File: src/rtl/clockworks_gearbox_pkg.sv
`default_nettype none
// ============================================================================
//  Module   : clockworks_gearbox_pkg
//  Purpose  : Shared types and constants for the clock gearbox / reset generator
//  Revision : 1.0 - initial release
// ============================================================================
package clockworks_gearbox_pkg;

    localparam int unsigned c_hold_w = 8;

    typedef enum logic [0:0] {
        S_HOLD = 1'b0,
        S_RUN  = 1'b1
    } hold_state_t;

endpackage
`default_nettype wire

File: src/rtl/clockworks_gearbox_sync_2ff.sv
`default_nettype none
// ============================================================================
//  Module   : clockworks_gearbox_sync_2ff
//  Purpose  : Two-flop level synchronizer with selectable power-up level
//  Revision : 1.0 - initial release
// ============================================================================
module clockworks_gearbox_sync_2ff #(
    parameter bit INIT = 1'b0
) (
    input  logic clk,
    input  logic d,
    output logic q
);

    localparam int unsigned c_stages = 2;

    // Flops power up at 0; storing the level XORed with INIT makes the
    // observable power-up level equal to INIT without needing a reset.
    logic [c_stages-1:0] stage_raw;

    always_ff @(posedge clk) begin
        stage_raw <= {stage_raw[0], d ^ INIT};
    end

    assign q = stage_raw[c_stages-1] ^ INIT;

endmodule
`default_nettype wire

File: src/rtl/clockworks_gearbox.sv
`default_nettype none
// ============================================================================
//  Module   : clockworks_gearbox
//  Purpose  : Power-of-two clock divider plus core reset generator that
//             releases resetn only on a falling edge of the divided clock
//  Revision : 1.0 - initial release
// ============================================================================
module clockworks_gearbox
    import clockworks_gearbox_pkg::*;
#(
    parameter int unsigned SLOW        = 0,
    parameter int unsigned HOLD_CYCLES = 4
) (
    input  logic CLK,
    input  logic RESET,
    output logic clk,
    output logic resetn
);

    localparam logic [c_hold_w-1:0] c_hold = c_hold_w'(HOLD_CYCLES);

    logic rise_tick;
    logic fall_tick;
    logic s2;

    generate
        if (SLOW == 0) begin : g_nodiv
            assign clk       = CLK;
            assign rise_tick = 1'b1;
            assign fall_tick = 1'b1;
        end else begin : g_div
            localparam logic [SLOW:0] c_rise_val = (SLOW + 1)'((1 << SLOW) - 1);

            // Free-running: never cleared, so the core keeps clocking in reset.
            logic [SLOW:0] div;

            always_ff @(posedge CLK) begin
                div <= div + (SLOW + 1)'(1);
            end

            assign clk       = div[SLOW];
            assign rise_tick = (div == c_rise_val);
            assign fall_tick = &div;
        end
    endgenerate

    clockworks_gearbox_sync_2ff #(
        .INIT (1'b1)
    ) u_reset_sync (
        .clk (CLK),
        .d   (RESET),
        .q   (s2)
    );

    hold_state_t         state;
    hold_state_t         state_nxt;
    logic [c_hold_w-1:0] hcnt;
    logic [c_hold_w-1:0] hcnt_nxt;

    always_ff @(posedge CLK) begin
        state <= state_nxt;
        hcnt  <= hcnt_nxt;
    end

    always_comb begin
        state_nxt = state;
        hcnt_nxt  = hcnt;
        if (s2) begin
            state_nxt = S_HOLD;
            hcnt_nxt  = '0;
        end else if (state == S_HOLD) begin
            // Count slow-clock rises, then release on the following fall.
            if (hcnt < c_hold) begin
                if (rise_tick) begin
                    hcnt_nxt = hcnt + c_hold_w'(1);
                end
            end else if ((hcnt == c_hold) && fall_tick) begin
                state_nxt = S_RUN;
            end
        end
    end

    assign resetn = (state == S_RUN);

endmodule
`default_nettype wire

File: config.mk
export PLATFORM = sky130hd
export DESIGN_NAME = clockworks_gearbox
export DESIGN_NICKNAME = d
export VERILOG_FILES = /design/src/rtl/clockworks_gearbox_pkg.sv /design/src/rtl/clockworks_gearbox_sync_2ff.sv /design/src/rtl/clockworks_gearbox.sv
export SDC_FILE = /design/constraint.sdc
export NUM_CORES = 1
export LEC_CHECK = 0
export ABC_AREA = 1
export BUFFER_PORTS_ARGS = -buffer_cell sky130_fd_sc_hd__buf_2
export CAP_MARGIN = 40
export CELL_PAD_IN_SITES_DETAIL_PLACEMENT = 0
export CELL_PAD_IN_SITES_GLOBAL_PLACEMENT = 1
export CORE_MARGIN = 3
export CORE_UTILIZATION = 34
export CTS_CLUSTER_SIZE = 20
export DETAILED_ROUTE_END_ITERATION = 10
export HOLD_SLACK_MARGIN = 0.08
export PLACE_DENSITY_LB_ADDON = 0.1
export SYNTH_ARGS = -nofsm -noshare
export SYNTH_HDL_FRONTEND = slang
export SYNTH_SLANG_ARGS = --single-unit
File: constraint.sdc
create_clock -name CLK -period 1 [get_ports CLK]
set_input_delay 0.15 -clock CLK [delete_from_list [all_inputs] [get_ports CLK]]
set_output_delay 0.15 -clock CLK [all_outputs]
set_load 0.05 [all_outputs]
# Yosys cells after proc, flatten, opt, wreduce, memory -nomap -nowiden
# Index checks and enable logic that the tools add are counted.
# word_totals
register_bits	11
output_inout_bits	2
word_cells	12
# classes
n_addsub	1
magnitude_cmp	1
eq_ne	1
mux	3
bitwise	2
reduce_logical	1
# ops
operator	n
adder 8 x 1 -> 8 bit, second input constant	1
equality test 8 x 3 -> 1 bit, second input constant	1
< comparator 8 x 3 -> 1 bit, second input constant	1
2-to-1 mux 1 bit	3
inverter 1 bit	2
AND reduction 2 bit	1

# Logic depth before layout (Yosys ltp)
# Gate-level depths: netlist of the first run.
# depth
ltp_word	4
depth_mapped	6
depth_no_buf	6

# Cells and area by module
# From an unflattened synthesis of the first run, not the netlist that was laid out.
# hier_totals
hier_cells	55
hier_area_um2	450.4
# modules_own_cells
module	instances	cells_per_inst	area_per_inst_um2	seq_area_each_um2
clockworks_gearbox	1	51	402.9	180.2
clockworks_gearbox_sync_2ff	1	4	47.5	40.0

==> summary.txt, run 1 <==
Route
  • WL/cell: 8.63 um
  • # DRC: 0
  • Via/cell ratio: 4.11
  • Final antenna-violating net count: 0
  • Drt pass-1 iters: 4
  • WL final: 725 um
  • Via count: 345
  • Drt first-iter violations: 6

Floorplan
  • Die Ht: 42.2 um
  • FP Rows: 12
  • Core area: 0.00117 mm2
  • Chip Width: 42.2 um
  • I/O pin total: 4
  • Die area: 0.00178 mm2
  • Initial Util: 0.381

Setup path
  • Max stage delay cell, worst path: dfxtp_4
  • Stages on worst setup path: 1
  • Worst path bufs/invs: 1
  • R2R setup slack: 0.03 ns
  • CP Max Fanout: 2
  • Crit-path max cell delay: 0.35 ns
  • Cell family with most CP delay: flip-flops
  • Crit path kind: flop to output pin
  • Worst flop-to-flop path startpoint: hcnt[1]$_SDFFE_PN0P_
  • Critical R2R Capture: resetn$_SDFF_PN0_
  • CP arrival: 0.87 ns
  • Worst path cell trace: buf_8
  • Startpoint types: flop
  • Crit. End Element: output pin
  • R2R cell count: 5
  • Critical Path RT: 0.85 ns

Clock tree
  • Worst skew pair latency: 0.37 ns
  • CTS tree: done
  • Clock transition at path regs: 0.07 ns

STA
  • RSZ-0062 raised after global routing: true
  • Worst-Margin Slew: 0.262 ns
  • Max_slew headroom: 0.825
  • Fmax: 985 MHz
  • Tcrit/Tclk final: 1.02
  • Max Clock Skew: 0.00612 ns
  • Final hold vios: 0
  • # setup viols final: 1
  • Setup tns final: -0.0153 ns
  • Shortest period the worst path allows: 1.02 ns
  • Worst setup margin: -0.0153 ns
  • Max-slew violations: 0

Synth
  • Gate Count Post-Synth: 59
  • #FFs+latches synth: 11
  • Yosys warning count: 0
  • Synth Area per Inst: 7.57 um2
  • Post-Synthesis Cell Area: 447 um2
  • Synthesized net count: 63
  • Post-synthesis sequential area ratio: 0.493
  • Post-synthesis cell type count: 15

Min path
  • Worst min path class: flop to flop
  • Hold Path End: u_reset_sync.stage_raw[1]$_DFF_P_
  • Hold depth: 0
  • Hold_sp: u_reset_sync.stage_raw[0]$_DFF_P_

GRT
  • Initial antenna violation count: 0
  • Total GRT Usage: 0.0965
  • First-pass GRT wire length: 1280 um
  • Largest net degree at the start of global routing: 9
  • Grt ovf: 0
  • Vias in the first global route: 327

Cells and area
  • FF/Latch Area: 226 um2
  • Ant. Diodes: 0
  • Layout area overhead: 32.5%
  • Non-filler cells, final: 84
  • Multi-input logic area: 179 um2
  • Layout cells sized above 1: 0.400
  • Fillers: 126
  • Layout net count: 75

Status
  • Status: finished, violations left
  • Failing checks: negative setup slack

Power
  • Cell area power density: 2740 mW/mm2
  • Worst VDD drop: 1790 uV
  • LEAKAGE: 0.000330 uW

Placement
  • IO buf count: 3
  • GP Congestion: 0.706
  • Post-DP HPWL: 473 um
  • Placed insts: 75

Job
  • Max Cap Violations: 0
-- through the flow --
step                       util  power, uW  instance area [um2]  hold WS [ns]  worst slack, ns
after floorplan               -        948                  448         0.207          0.00786
after global placement    0.407        991                  477         0.298           0.0124
after detailed placement  0.407        989                  477         0.301         -0.00751
after CTS                 0.478       1530                  559         0.331          -0.0191
after global routing      0.505       1730                  592         0.357          -0.0513
final                     0.505       1620                  592         0.334          -0.0153
-- sequential cells by signal, indices dropped and copies added, names as in the netlist --
name	count
hcnt	8
resetn	1
u_reset_sync.stage_raw	2
-- synthesized netlist by cell type --
cell type | n | area (um2)
buf_4 | 1 | 7.51
and3_1 | 1 | 6.26
nand3_1 | 4 | 20.0
inv_2 | 4 | 15.0
a21oi_1 | 2 | 10.0
nand2_2 | 1 | 6.26
dfxtp_1 | 11 | 220
nor2_1 | 7 | 26.3
ha_1 | 2 | 25.0
nor2_2 | 2 | 12.5
clkinv_1 | 1 | 3.75
nand2_1 | 10 | 37.5
clkbuf_1 | 1 | 3.75
inv_1 | 11 | 41.3
nor2_4 | 1 | 11.3
-- worst reg2reg max path, stage by stage (launching register included) --
cell	delay [ns]
dfxtp_2	0.34
inv_2	0.05
ha_4	0.14
and3_1	0.18
a21oi_2	0.11
nor2_1	0.05
-- cells in the final DEF, fill, tap and decap left out --
cell	netlist	layout
dfxtp_4	0	1
inv_1	11	9
buf_4	1	3
buf_2	0	1
dlygate4sd3_1	0	1
nand2_1	10	10
buf_8	0	2
and3_1	1	1
ha_1	2	1
dfxtp_1	11	8
clkbuf_4	0	5
nor2_2	2	2
nor2_4	1	2
nand2_2	1	1
nor2_1	7	6
dfxtp_2	0	2
inv_2	4	7
nand3_1	4	4
ha_4	0	1
clkbuf_1	1	1
a21oi_1	2	1
a21oi_2	0	1
-- layout make-up --
cell class	count	share of cell area
clock buffers	7	0.0951
inverters	16	0.101
multi-input cells	30	0.302
flip-flops and latches	11	0.383
well taps	14	0.0296
repair buffers	6	0.0888
-- report_power, final --
part	internal, uW	switching, uW
Combinational	192	190
Clock	355	342
Sequential	500	43.2
Total	1050	575
-- per-layer routing --
layer / up-vias / wire, um / GRT usage
li1: 188 / - / -
met1: 151 / 336 / 0.103
met2: 6 / 358 / 0.155
met3: 0 / 31 / 0.0429
met4: 0 / 0 / 0.0559
met5: - / 0 / 0
-- repair_timing --
action                     CTS  global route
gates cloned                 0             0
hold buffers                 1             0
setup endpoints to repair    3             5
resized for setup            8             8
buffers inserted             1             1
hold endpoints to repair     1             0
pin swaps                    0             3
-- cell families after synthesis --
kind of cell               count (synthesis)  synth area share
and+or+nand+nor                           26             0.269
AOI/OAI and AO/OA                          2            0.0224
buffers and inverters                     18             0.160
adders and majority gates                  2            0.0560
DFF                                       11             0.493
-- worst max-delay path by stage --
stage | start | to
floorplan | hcnt[0]$_SDFFE_PN0P_ | resetn$_SDFF_PN0_
global placement | hcnt[1]$_SDFFE_PN0P_ | resetn$_SDFF_PN0_
detailed placement | hcnt[1]$_SDFFE_PN0P_ | resetn$_SDFF_PN0_
CTS | resetn$_SDFF_PN0_ | resetn
global route | resetn$_SDFF_PN0_ | resetn
finish | resetn$_SDFF_PN0_ | resetn
No activity file was read; power rests on OpenSTA's default activity.
==> run 2: changes to the inputs <==
--- a/config.mk
+++ b/config.mk
@@ -10,12 +10,13 @@
 export CAP_MARGIN = 40
 export CELL_PAD_IN_SITES_DETAIL_PLACEMENT = 0
 export CELL_PAD_IN_SITES_GLOBAL_PLACEMENT = 1
-export CORE_MARGIN = 3
-export CORE_UTILIZATION = 34
+export CORE_AREA = 3 3 40 42
 export CTS_CLUSTER_SIZE = 20
 export DETAILED_ROUTE_END_ITERATION = 10
+export DIE_AREA = 0 0 43 45
 export HOLD_SLACK_MARGIN = 0.08
 export PLACE_DENSITY_LB_ADDON = 0.1
 export SYNTH_ARGS = -nofsm -noshare
 export SYNTH_HDL_FRONTEND = slang
+export SYNTH_HIERARCHICAL = 1
 export SYNTH_SLANG_ARGS = --single-unit
==> run 2 against run 1 <==
Against the previous run:
- clock-buffer cell count unchanged
- clock skew shrank 0.0044 ns
- cell area rose by 0.42%
- largest power group unchanged
- register-to-register slack hardly changed
- global-route usage rose by 2.1 points
- critical path type unchanged
- first-iteration DRC count is 83% lower
- via count rose by 4.6%
- combinational power decreased by 2%
- total power decreased by 1.5%
- flip-flop and latch count unchanged
- largest cell class unchanged
- critical endpoint unchanged
- the run still ends with negative setup slack left
- core utilization is 4.3 points lower
==> summary.txt, run 2 <==
Status
  • Status: finished, violations left
  • Failing checks: negative setup slack

STA
  • # setup viols final: 1
  • Fmax: 977 MHz
  • RSZ-0062 raised after global routing: true
  • Shortest period the worst path allows: 1.02 ns
  • Final hold vios: 0
  • Max_slew headroom: 0.871
  • Max-slew violations: 0
  • Setup tns final: -0.0230 ns
  • Max Clock Skew: 0.00176 ns
  • Worst-Margin Slew: 0.194 ns
  • Tcrit/Tclk final: 1.02
  • Worst setup margin: -0.0230 ns

Cells and area
  • Layout net count: 71
  • Most frequent cells in the layout: nor2_1, inv_2, dfxtp_1
  • Layout area overhead: 31.9%
  • Max reg flops: 8
  • FF/Latch Area: 226 um2
  • Largest Register: hcnt
  • Commonest non-fill, non-tap cell in the layout: nor2_1
  • Non-filler cells, final: 81
  • Fillers: 138
  • Multi-input logic area: 191 um2
  • Ant. Diodes: 0
  • Core Util, Final: 0.463
  • Layout cells sized above 1: 0.500

Route
  • Final antenna-violating net count: 0
  • Drt first-iter violations: 1
  • Via/cell ratio: 4.46
  • # DRC: 0
  • Drt pass-1 iters: 2
  • Via count: 361
  • WL/cell: 9.85 um
  • WL final: 798 um

Power
  • Cell area power density: 2690 mW/mm2
  • LEAKAGE: 0.000293 uW
  • Worst VDD drop: 1880 uV
  • Pwr Total: 1600 uW

GRT
  • First-pass GRT wire length: 1410 um
  • Total GRT Usage: 0.117
  • Vias in the first global route: 384
  • Grt ovf: 0
  • Initial antenna violation count: 0
  • Largest net degree at the start of global routing: 7

Job
  • Max Cap Violations: 0

Synth
  • Synth top area share: 0.489
  • Ys async rst share: 0
  • Number of enable flip-flop cells after synthesis: 0
  • Yosys warning count: 6
  • Top cells by count, synth: dfxtp_1, nor2_1, inv_1
  • Gate Count Post-Synth: 55
  • #FFs+latches synth: 11
  • Synth Area per Inst: 8.19 um2
  • Synthesized net count: 59
  • Post-synthesis cell type count: 14
  • Post-Synthesis Cell Area: 450 um2
  • Largest area contributor in the netlist: dfxtp_1
  • Post-synthesis sequential area ratio: 0.489
  • Top cells by area, synth: dfxtp_1, nor2_1, inv_1, ha_1, inv_2
  • Synth Flop Type: dfxtp_1

Floorplan
  • Initial Util: 0.351
  • Core area: 0.00128 mm2
  • Chip Width: 43 um
  • Die area: 0.00194 mm2
  • FP Rows: 13
  • I/O pin total: 4
  • Die Ht: 45 um

Placement
  • Post-DP HPWL: 603 um
  • GP Congestion: 0.744
  • IO buf count: 3
  • Placed insts: 73

Clock tree
  • CTS tree: done
  • Worst skew pair latency: 0.37 ns
  • Clock transition at path regs: 0.07 ns

Setup path
  • Worst path cell trace: buf_8
  • Worst path bufs/invs: 1
  • CP arrival: 0.87 ns
  • CP Max Fanout: 3
  • Critical Path RT: 0.85 ns
  • Max stage delay cell, worst path: dfxtp_4
  • Crit. End Element: output pin
  • Crit-path max cell delay: 0.36 ns
  • Crit path kind: flop to output pin
  • Cell family with most CP delay: flip-flops
  • Startpoint types: flop

Min path
  • Worst min path class: flop to flop
-- run 2: cell count changes after synthesis, moves of 2 or more --
cell	delta
a21oi_1	-2
a21oi_2	+2
inv_1	-4
inv_2	+2
nand2_1	-6
nand3_2	+2
nor2_1	+4
-- run 2: cell type report --
cell class / instances / area share
Inverter: 13 / 0.0821
Clock buffer: 7 / 0.0947
Tap cell: 15 / 0.0316
Sequential cell: 11 / 0.381
Multi-Input combinational cell: 29 / 0.322
Timing Repair Buffer: 6 / 0.0884
-- run 2: metal layers --
metal	share of wire	track usage	wire (um)	vias up
met5	0	0	0	-
met4	0.071	0.193	57	0
met2	0.51	0.174	405	9
met1	0.38	0.0829	306	162
li1	-	-	-	184
met3	0.036	0.0637	29	6
-- run 2: worst paths after layout --
| kind | start | end | slack [ns] | cells after the start |
|---|---|---|---|---|
| worst max-delay path | resetn$_SDFF_PP0_ | resetn | -0.02 | 1 |
| worst min-delay path | u_reset_sync/stage_raw[0]$_DFF_P_ | u_reset_sync/stage_raw[1]$_DFF_P_ | 0.32 | 0 |
| worst max register to register | hcnt[1]$_SDFFE_PP0P_ | hcnt[1]$_SDFFE_PP0P_ | 0.04 | 6 |
| worst min register to register | u_reset_sync/stage_raw[0]$_DFF_P_ | u_reset_sync/stage_raw[1]$_DFF_P_ | 0.32 | 0 |
-- run 2: cells by family (layout without fill, tap and decap cells) --
| group | count (synthesis) | count (layout) | synth area share |
|---|---|---|---|
| buffers and inverters | 15 | 26 | 0.136 |
| AO/OA/AOI/OAI | 2 | 2 | 0.0389 |
| AND/OR/NAND/NOR | 25 | 25 | 0.281 |
| adder cells (fa/ha/maj) | 2 | 2 | 0.0555 |
| flip-flops | 11 | 11 | 0.489 |
-- run 2: power breakdown --
group          leakage (uW)  internal, uW  switching, uW
registers         0.0000913           492           32.6
logic              0.000170           178            198
clock network     0.0000316           356            342
-- run 2: metrics by stage --
stage                     cell area, um2  hold slack [ns]  setup WS [ns]
after floorplan                      452            0.207         0.0300
after global placement               488            0.300         0.0564
after detailed placement             488            0.304        0.00128
after CTS                            564            0.328        -0.0468
after global routing                 594            0.340        -0.0682
final                                594            0.325        -0.0230
-- run 2: timing repair --
| action | 4_1_cts | 5_1_grt |
|---|---|---|
| hold buffers | 1 | 0 |
| setup endpoints to repair | 3 | 2 |
| pin swaps | 0 | 3 |
| gates resized for setup | 9 | 6 |
| hold endpoints to repair | 1 | 0 |
| buffers inserted | 0 | 1 |
